$ cat config.mk
export PLATFORM = sky130hd
export DESIGN_NAME = router_cell
export DESIGN_NICKNAME = d
export VERILOG_FILES = /design/src/rtl/router_pkg.sv /design/src/rtl/router_fifo.sv /design/src/rtl/router_cell.sv
export SDC_FILE = /design/constraint.sdc
export NUM_CORES = 2
export LEC_CHECK = 0
export ABC_AREA = 1
export CAP_MARGIN = 25
export CORE_MARGIN = 4
export CORE_UTILIZATION = 29
export CTS_BUF_LIST = sky130_fd_sc_hd__clkbuf_2 sky130_fd_sc_hd__clkbuf_4 sky130_fd_sc_hd__clkbuf_8
export DETAILED_ROUTE_END_ITERATION = 8
export PLACE_DENSITY = 0.52
export SYNTH_ARGS = -nofsm -noshare
export SYNTH_HDL_FRONTEND = slang
export SYNTH_SLANG_ARGS = --single-unit
$ cat constraint.sdc
create_clock -name clk -period 20.7 [get_ports clk]
set_input_delay 4.14 -clock clk [delete_from_list [all_inputs] [get_ports clk]]
set_output_delay 4.14 -clock clk [all_outputs]
set_load 0.05 [all_outputs]
$ cat src/rtl/router_pkg.sv
// router_pkg: port indices, header field positions and flit type shared by the router files
package router_pkg;
    localparam int NUM_PORTS = 6;
    localparam int P_N = 0;
    localparam int P_E = 1;
    localparam int P_S = 2;
    localparam int P_W = 3;
    localparam int P_L = 4;
    localparam int P_EXT = 5;
    localparam int MCAST_BIT = 31;
    localparam int MASK_LSB = 26;
    localparam int MASK_W = 5;
    localparam int DEST_LSB = 26;
    localparam int DEST_W = 3;
    localparam int FLIT_W_DEFAULT = 64;
    typedef logic [FLIT_W_DEFAULT-1:0] flit_t;
endpackage

$ cat src/rtl/router_fifo.sv
// router_fifo: per-source flit buffer whose head is read straight from storage
module router_fifo
    import router_pkg::*;
#(
    parameter int W = 64,
    parameter int DEPTH = 2
) (
    input  logic         clk,
    input  logic         rst,
    input  logic         i_push,
    input  logic [W-1:0] i_din,
    input  logic         i_pop,
    output logic [W-1:0] o_dout,
    output logic         o_full,
    output logic         o_empty
);
    localparam int AW = DEPTH > 1 ? $clog2(DEPTH) : 1;
    localparam int CW = $clog2(DEPTH + 1);
    logic [W-1:0] r_mem [DEPTH];
    logic [AW-1:0] r_rd, r_wr;
    logic [CW-1:0] r_cnt;
    logic w_push, w_pop;
    assign w_pop = i_pop && !o_empty;
    assign w_push = i_push && (!o_full || w_pop);
    assign o_full = r_cnt == CW'(DEPTH);
    assign o_empty = r_cnt == '0;
    assign o_dout = r_mem[r_rd];
    always_ff @(posedge clk) begin
        if (rst) begin
            r_rd <= '0;
            r_wr <= '0;
            r_cnt <= '0;
        end else begin
            if (w_push) r_wr <= (r_wr == AW'(DEPTH - 1)) ? '0 : r_wr + 1'b1;
            if (w_pop) r_rd <= (r_rd == AW'(DEPTH - 1)) ? '0 : r_rd + 1'b1;
            r_cnt <= r_cnt + CW'(w_push) - CW'(w_pop);
        end
    end
    always_ff @(posedge clk) begin
        if (w_push) r_mem[r_wr] <= i_din;
    end
endmodule

$ cat src/rtl/router_cell.sv
// router_cell: 5+1 port mesh router with per-source FIFOs, round-robin all-or-nothing allocation and registered outputs
module router_cell
    import router_pkg::*;
#(
    parameter int FLIT_W = 64,
    parameter int ENABLE_MCAST = 0,
    parameter int BUF_DEPTH = 2
) (
    input  logic                clk,
    input  logic                rst,
    input  logic [FLIT_W*5-1:0] flit_in_flat,
    input  logic [4:0]          valid_in_flat,
    output logic [4:0]          ready_out_flat,
    output logic [FLIT_W*5-1:0] flit_out_flat,
    output logic [4:0]          valid_out_flat,
    input  logic [4:0]          ready_in_flat,
    input  logic [FLIT_W-1:0]   ext_flit_in,
    input  logic                ext_valid_in,
    output logic                ext_ready_out,
    output logic [FLIT_W-1:0]   ext_flit_out,
    output logic                ext_valid_out,
    input  logic                ext_ready_in
);
    localparam logic [FLIT_W-1:0] MCAST_MASK = FLIT_W'(1) << MCAST_BIT;
    logic [FLIT_W-1:0] w_in_flit [NUM_PORTS];
    logic [FLIT_W-1:0] w_head [NUM_PORTS];
    logic [FLIT_W-1:0] w_copy [NUM_PORTS];
    logic [NUM_PORTS-1:0] w_dest [NUM_PORTS];
    logic [2:0] w_osel [NUM_PORTS];
    logic [NUM_PORTS-1:0] w_in_valid, w_out_ready, w_push, w_full, w_empty, w_ready;
    logic [NUM_PORTS-1:0] w_grant, w_claim, w_free, w_mcast;
    logic [3:0] w_sum;
    logic [2:0] w_idx, w_last, w_rr_nxt;
    logic w_any;
    logic [FLIT_W-1:0] r_oflit [NUM_PORTS];
    logic [NUM_PORTS-1:0] r_ovalid;
    logic [2:0] r_rr;
    logic r_live;
    assign w_in_valid = {ext_valid_in, valid_in_flat};
    assign w_out_ready = {ext_ready_in, ready_in_flat};
    assign w_ready = {NUM_PORTS{r_live}} & ~w_full;
    assign w_push = w_in_valid & w_ready;
    assign w_free = ~r_ovalid | w_out_ready;
    assign ready_out_flat = w_ready[P_L:0];
    assign ext_ready_out = w_ready[P_EXT];
    assign valid_out_flat = r_ovalid[P_L:0];
    assign ext_valid_out = r_ovalid[P_EXT];
    assign ext_flit_out = r_oflit[P_EXT];
    assign w_in_flit[P_EXT] = ext_flit_in;
    for (genvar s = 0; s < NUM_PORTS; s++) begin : g_src
        if (s < P_EXT) begin : g_flat
            assign w_in_flit[s] = flit_in_flat[s*FLIT_W +: FLIT_W];
            assign flit_out_flat[s*FLIT_W +: FLIT_W] = r_oflit[s];
        end
        router_fifo #(.W(FLIT_W), .DEPTH(BUF_DEPTH)) u_fifo (
            .clk    (clk),
            .rst    (rst),
            .i_push (w_push[s]),
            .i_din  (w_in_flit[s]),
            .i_pop  (w_grant[s]),
            .o_dout (w_head[s]),
            .o_full (w_full[s]),
            .o_empty(w_empty[s])
        );
        assign w_mcast[s] = (ENABLE_MCAST != 0) && w_head[s][MCAST_BIT];
        assign w_copy[s] = w_mcast[s] ? w_head[s] & ~MCAST_MASK : w_head[s];
        // unicast codes above the local port all eject to the host
        assign w_dest[s] = w_mcast[s] ? {1'b0, w_head[s][MASK_LSB +: MASK_W]}
                         : w_head[s][DEST_LSB +: DEST_W] > DEST_W'(P_L) ? NUM_PORTS'(1) << P_EXT
                         : NUM_PORTS'(1) << w_head[s][DEST_LSB +: DEST_W];
    end
    always_comb begin
        w_claim = '0;
        w_grant = '0;
        w_any = 1'b0;
        w_last = r_rr;
        w_sum = '0;
        w_idx = r_rr;
        for (int o = 0; o < NUM_PORTS; o++) w_osel[o] = '0;
        for (int k = 0; k < NUM_PORTS; k++) begin
            w_sum = {1'b0, r_rr} + 4'(k);
            w_idx = w_sum >= 4'(NUM_PORTS) ? 3'(w_sum - 4'(NUM_PORTS)) : w_sum[2:0];
            if (!w_empty[w_idx] && (w_dest[w_idx] & (w_claim | ~w_free)) == '0) begin
                w_grant[w_idx] = 1'b1;
                for (int o = 0; o < NUM_PORTS; o++) if (w_dest[w_idx][o]) w_osel[o] = w_idx;
                w_claim = w_claim | w_dest[w_idx];
                w_last = w_idx;
                w_any = 1'b1;
            end
        end
        w_rr_nxt = (w_last == 3'(P_EXT)) ? '0 : w_last + 3'd1;
    end
    always_ff @(posedge clk) begin
        if (rst) begin
            r_ovalid <= '0;
            r_rr <= '0;
            r_live <= 1'b0;
            for (int o = 0; o < NUM_PORTS; o++) r_oflit[o] <= '0;
        end else begin
            r_live <= 1'b1;
            if (w_any) r_rr <= w_rr_nxt;
            for (int o = 0; o < NUM_PORTS; o++) begin
                if (w_claim[o]) begin
                    r_ovalid[o] <= 1'b1;
                    r_oflit[o] <= w_copy[w_osel[o]];
                end else if (w_out_ready[o]) begin
                    r_ovalid[o] <= 1'b0;
                end
            end
        end
    end
endmodule

---- Word-level counts from Yosys, hierarchy flattened ----
Memories as Yosys holds them, arrays and structs flattened. A register that Yosys moved wholly into a read port is not among the register bits.
Index checks and enable logic that the tools add are counted.
W data, S select, Z words.
word-level totals
  memories kept ........................... 7
  bits of input ports ..................... 398
  memory bits (writable) .................. 1152
  output and inout bits ................... 396
  word-level logic and storage cells ...... 443
  bits in registers ....................... 34
memories
  name                   words  width  rd ports  clocked after Yosys merged registers in  write ports  line               source
  r_oflit                6      64     6         0                                        6            router_cell.sv:35  logic [FLIT_W-1:0] r_oflit [NUM_PORTS];
  g_src[0].u_fifo.r_mem  2      64     1         1                                        1            router_fifo.sv:19  logic [W-1:0] r_mem [DEPTH];
  g_src[1].u_fifo.r_mem  2      64     1         1                                        1            router_fifo.sv:19
  g_src[2].u_fifo.r_mem  2      64     1         1                                        1            router_fifo.sv:19
  g_src[3].u_fifo.r_mem  2      64     1         1                                        1            router_fifo.sv:19
  g_src[4].u_fifo.r_mem  2      64     1         1                                        1            router_fifo.sv:19
  1 more memories        --     --     --        --                                       --           --
operators by class
  reductions and logical operators ........ 66
  $lt $le $gt $ge ......................... 36
  mux-type cells .......................... 214
  eq/ne operators ......................... 7
  shifts and indexed selects .............. 6
  $add $sub $neg .......................... 36
  bitwise gates (word level) .............. 45
operators by type and width
  operator               number
  $bmux W64 S3           6
  $mux W64               18
  $mux W6                30
  $mux W3                49
  $bmux W6 S3            6
  $mux W18               6
  $or A6 B6 Y6           16
  $mux W1                87
  $and A6 B6 Y6          8
  $ge A4 B4 Y1 const B   12
  $not A3 Y4             12
  $logic_not A6 Y1       6
  $shl A1 B3 Y6 const A  6
  $logic_and A1 B1 Y1    24
  $lt A3 B4 Y1 const B   6
  $ge A4 B3 Y1 const B   5
  $bmux W1 S3            6
  $demux W1 S3           6
  $ge A3 B1 Y1 const B   6
  $gt A3 B3 Y1 const B   6
  $logic_not A1 Y1       18
  $not A6 Y6             3
  $sub A3 B3 Y3 const B  6
  $add A1 B1 Y1 const B  12
  other kinds (13)       50

---- Longest topological paths before layout ----
  depth in word-level cells ............... 40
  depth in mapped cells ................... 56
  gate-level depth less buffers ........... 49

---- By module ----
A second synthesis with hierarchy kept.
unflattened totals
  cells, all modules ...................... 7852
  area, all modules ....................... 71025.6 um2
by module, submodules not included
  module                             instances  seq. area each (um2)  cells an instance  area each (um2)
  router_cell                        1          11731.3               6442               40050.9
  router_fifo (g_src[0].u_fifo ...)  3          3943.8                238                5172.5
  router_fifo (g_src[3].u_fifo ...)  3          3943.8                232                5152.4

---- Worst setup path after synthesis ----
OpenSTA, ideal clock, no wires.
  kind .................................... in2reg
  start ................................... input port ready_in_flat[1]
  end ..................................... memory r_oflit[4][0], in the netlist r_oflit[0][256], enable pin
  stages on the path ...................... 34
  setup slack ............................. 11086 ps
  path buffers ............................ 1
  arrival ................................. 8762 ps
  library setup time ...................... 852 ps
  data required time ...................... 19848 ps
  cells stage by stage .................... nor2_1 > inv_1 > nor2_2 > nor2_8 > nand3_2 > nand2_1 > nand2_1 > nand2_1 > nor2_8 > nand3_2 > nand3_1 > nand2_1 > nand2_1 > nor2_4 > nand3_2 > nand2_2 > nand2_1 > nand2_1 > nor2_4 > nand3_2 > nand2_1 > nand2_1 > nand2_1 > nor2_4 > nand3_1 > nand2_1 > nand2_1 > nand2_1 > nor2_1 > nand2_2 > buf_2 > nor2_1 > inv_1 > nand3_1
RTL lines
  item                line               source
  start: declaration  router_cell.sv:16  input logic [4:0] ready_in_flat,
  end: declaration    router_cell.sv:35

==> flow_metrics.py <==
metrics = {
    "grt": {
        "grt_pass1_wl_um": 512000,
        "grt_use_met1": 0.377,
        "grtUsageTotal": 0.297,
        "grt_pass1_vias": 61700,
        "overflow": 0,
        "grt.busiest_layer": "met2",
        "grt_util_met3": 0.0720,
        "grt_max_degree": 127,
        "antenna_found_initial": 50,
        "grt.met2_usage": 0.465,
    },
    "floorplanning": {
        "dieArea_um2": 244000,
        "num_io_pins": 794,
        "die_w_um": 494,
        "die_h_um": 494,
        "placementRows": 178,
        "initial_core_util": 0.291,
        "core_area_um2": 235000,
    },
    "job": {
        "maxCapViolations": 0,
    },
    "critical_path": {
        "critPathRequiredTime_ns": 21.39,
        "cp.arrival_ns": 11.93,
        "cpPeakStageDelay_ns": 1.14,
        "cpMostUsedCell": "nand2_1",
        "ff2ff_setup_slack_ns": 9.80,
        "endpoint_kind": "register",
        "crit_fanout": 123,
        "critPathKind": "in2reg",
        "cp-start-kind": "input pin",
        "crit_slowest_cell": "nand2_4",
    },
    "clock_tree": {
        "root_buffer": "clkbuf_8",
        "postCtsSetupBuffers": 0,
        "clk_pin_slew_worst_paths_ns": 0.06,
        "cts_tree": "yes",
        "ctsHtreeMaxLevel": 4,
        "cts.repair.resized": 0,
        "cts_buffers": 221,
        "cts.sinks": 1192,
        "insertion_delay_ns": 1.05,
        "holdBufCountCts": 0,
        "cts.path.max_buffers": 3,
    },
    "layout": {
        "final_core_util": 0.355,
        "ff_latch_area_um2": 35400,
        "n_fill_cell": 23800,
        "multi_input_area_um2": 29100,
        "syn2layout_area_growth_pct": 22.1,
        "final_layout_size_suffix_gt1_frac": 0.0921,
        "layout.nets": 8928,
    },
    "routing": {
        "num_vias": 66800,
        "drcViolationCount": 0,
        "post_drt_wl_per_cell_um": 31.8,
        "viasPerCell": 5.63,
        "routed_wl_um": 377000,
        "drtAntennaViolNets": 0,
        "drtIter0Drc": 9986,
        "drt_pass1_iterations": 8,
    },
    "placement": {
        "io_buffers": 793,
        "hpwl_um": 253000,
        "gp_congestion": 0.982,
    },
    "yosys": {
        "syn_area_per_cell_um2": 8.62,
        "async_reset_ff_frac": 0,
        "synth_top_cell_area_share": 0.506,
        "ys.warnings.count": 0,
        "synth_commonest_cells": "nand2_1, nand3_1, edfxtp_1, a21oi_1, inv_1",
        "yosys.cell_count.top_type": "nand2_1",
        "synth_area_leaders": "edfxtp_1, nand2_1, nand3_1",
        "ys_types": 72,
        "yosys.area.top_type": "edfxtp_1",
        "synth_cells": 7936,
        "synth_area_um2": 68400,
        "synth_seq_cells": 1192,
        "synth_edf_count": 1152,
        "ys.flop_type": "edfxtp_1",
        "ys_seq_area_frac": 0.517,
    },
    "sta": {
        "period_minus_slack_ns": 11.24,
        "maxSlewHeadroom": 0.190,
        "setup_viol": 0,
        "drv_slew": 0,
        "period_share": 0.543,
        "finalSetupTns_ns": 0,
        "hold_viol": 0,
        "rsz0062_at_grt": "false",
        "skew_ns": 0.0981,
        "clock.fmax_ghz": 0.0890,
        "worst_pin_slew_ns": 1.18,
    },
    "status": {
        "outcome": "finished, final reports clean",
    },
    "min_path": {
        "min_path_type": "reg2reg",
    },
}
## placed cells by master, fill, tap and decap left out, types with 12 or more instances in the layout
master	netlist	routed
nand2_1	2569	2556
nand3_1	1868	1864
edfxtp_1	1152	1152
clkdlybuf4s50_1	0	793
a21oi_1	393	393
inv_1	321	321
mux2i_1	307	307
clkbuf_8	19	224
o21ai_0	140	140
buf_4	34	123
nor2_1	133	121
a21oi_2	91	88
clkbuf_4	5	64
nor2_2	57	57
clkinv_1	3	48
clkinv_2	0	42
dfxtp_1	40	33
nand3_2	32	31
nor2_4	9	21
nand4_1	19	19
nand2_2	27	18
ha_1	18	18
diode_2	0	17
nand2_4	4	17
o22ai_1	17	17
bufinv_16	0	16
inv_2	27	15
o221ai_1	14	14
a31oi_1	12	12
## layout make-up
| cell class | instances | share of cell area |
|---|---|---|
| Timing Repair Buffer | 923 | 0.108 |
| Antenna cell | 17 | 0.000509 |
| Sequential cell | 1192 | 0.424 |
| Multi-Input combinational cell | 5823 | 0.348 |
| Tap cell | 3150 | 0.0472 |
| Clock inverter | 121 | 0.0139 |
| Inverter | 351 | 0.0162 |
| Clock buffer | 287 | 0.0426 |
## metrics by stage
step | worst slack [ns] | hold WS, ns | area, um^2 | instances
after CTS | 9.69 | 0.466 | 83400 | 11800
final | 9.46 | 0.470 | 83500 | 11900
after floorplan | 11.09 | 0.443 | 68400 | 7945
after detailed placement | 8.58 | 0.452 | 78700 | 11400
after global routing | 8.91 | 0.493 | 83500 | 11900
after global placement | 8.46 | 0.443 | 78500 | 11400
## registers in the layout, indices dropped and copies added, names as in the netlist, named ones only
register and flops:
g_src.u_fifo.r_mem 768, r_oflit 384, g_src.u_fifo.r_cnt 12, g_src.u_fifo.r_rd 6, g_src.u_fifo.r_wr 6, r_ovalid 6
r_rr 3, r_live 1
## logic make-up after synthesis
group,after synthesis,synth area share
simple gates,4755,0.307
flops,1192,0.517
buf+inv,930,0.0643
compound gates,724,0.0619
mux,307,0.0449
fa+ha+maj,18,0.00329
xor+xnor,9,0.00126
other cells,1,0.0000548
## critical path, delay by kind of cell
kind	cells	cell delay (ns)
buffers and inverters	4	1.80
AO/OA/AOI/OAI	1	0.09
AND/OR/NAND/NOR	35	5.65
## layer usage
metal  wire [um]  up-vias
met4       25400       30
met3       38300      991
met1      146000    32400
met5         195        -
met2      168000     4840
li1            -    28600
## worst paths after layout
check | startpoint | to | cells after the start
worst min register to register | g_src[3].u_fifo.r_rd | register | 2
worst min-delay path | g_src[3].u_fifo.r_rd | register | 2
worst max register to register | register | r_oflit[0][302] | 47
worst max-delay path | ready_in_flat[1] | r_oflit[0][6] | 40
Power is left out: the tool's default activity adds up to more than one toggle a clock period on the data nets, which glitch-free logic cannot reach.
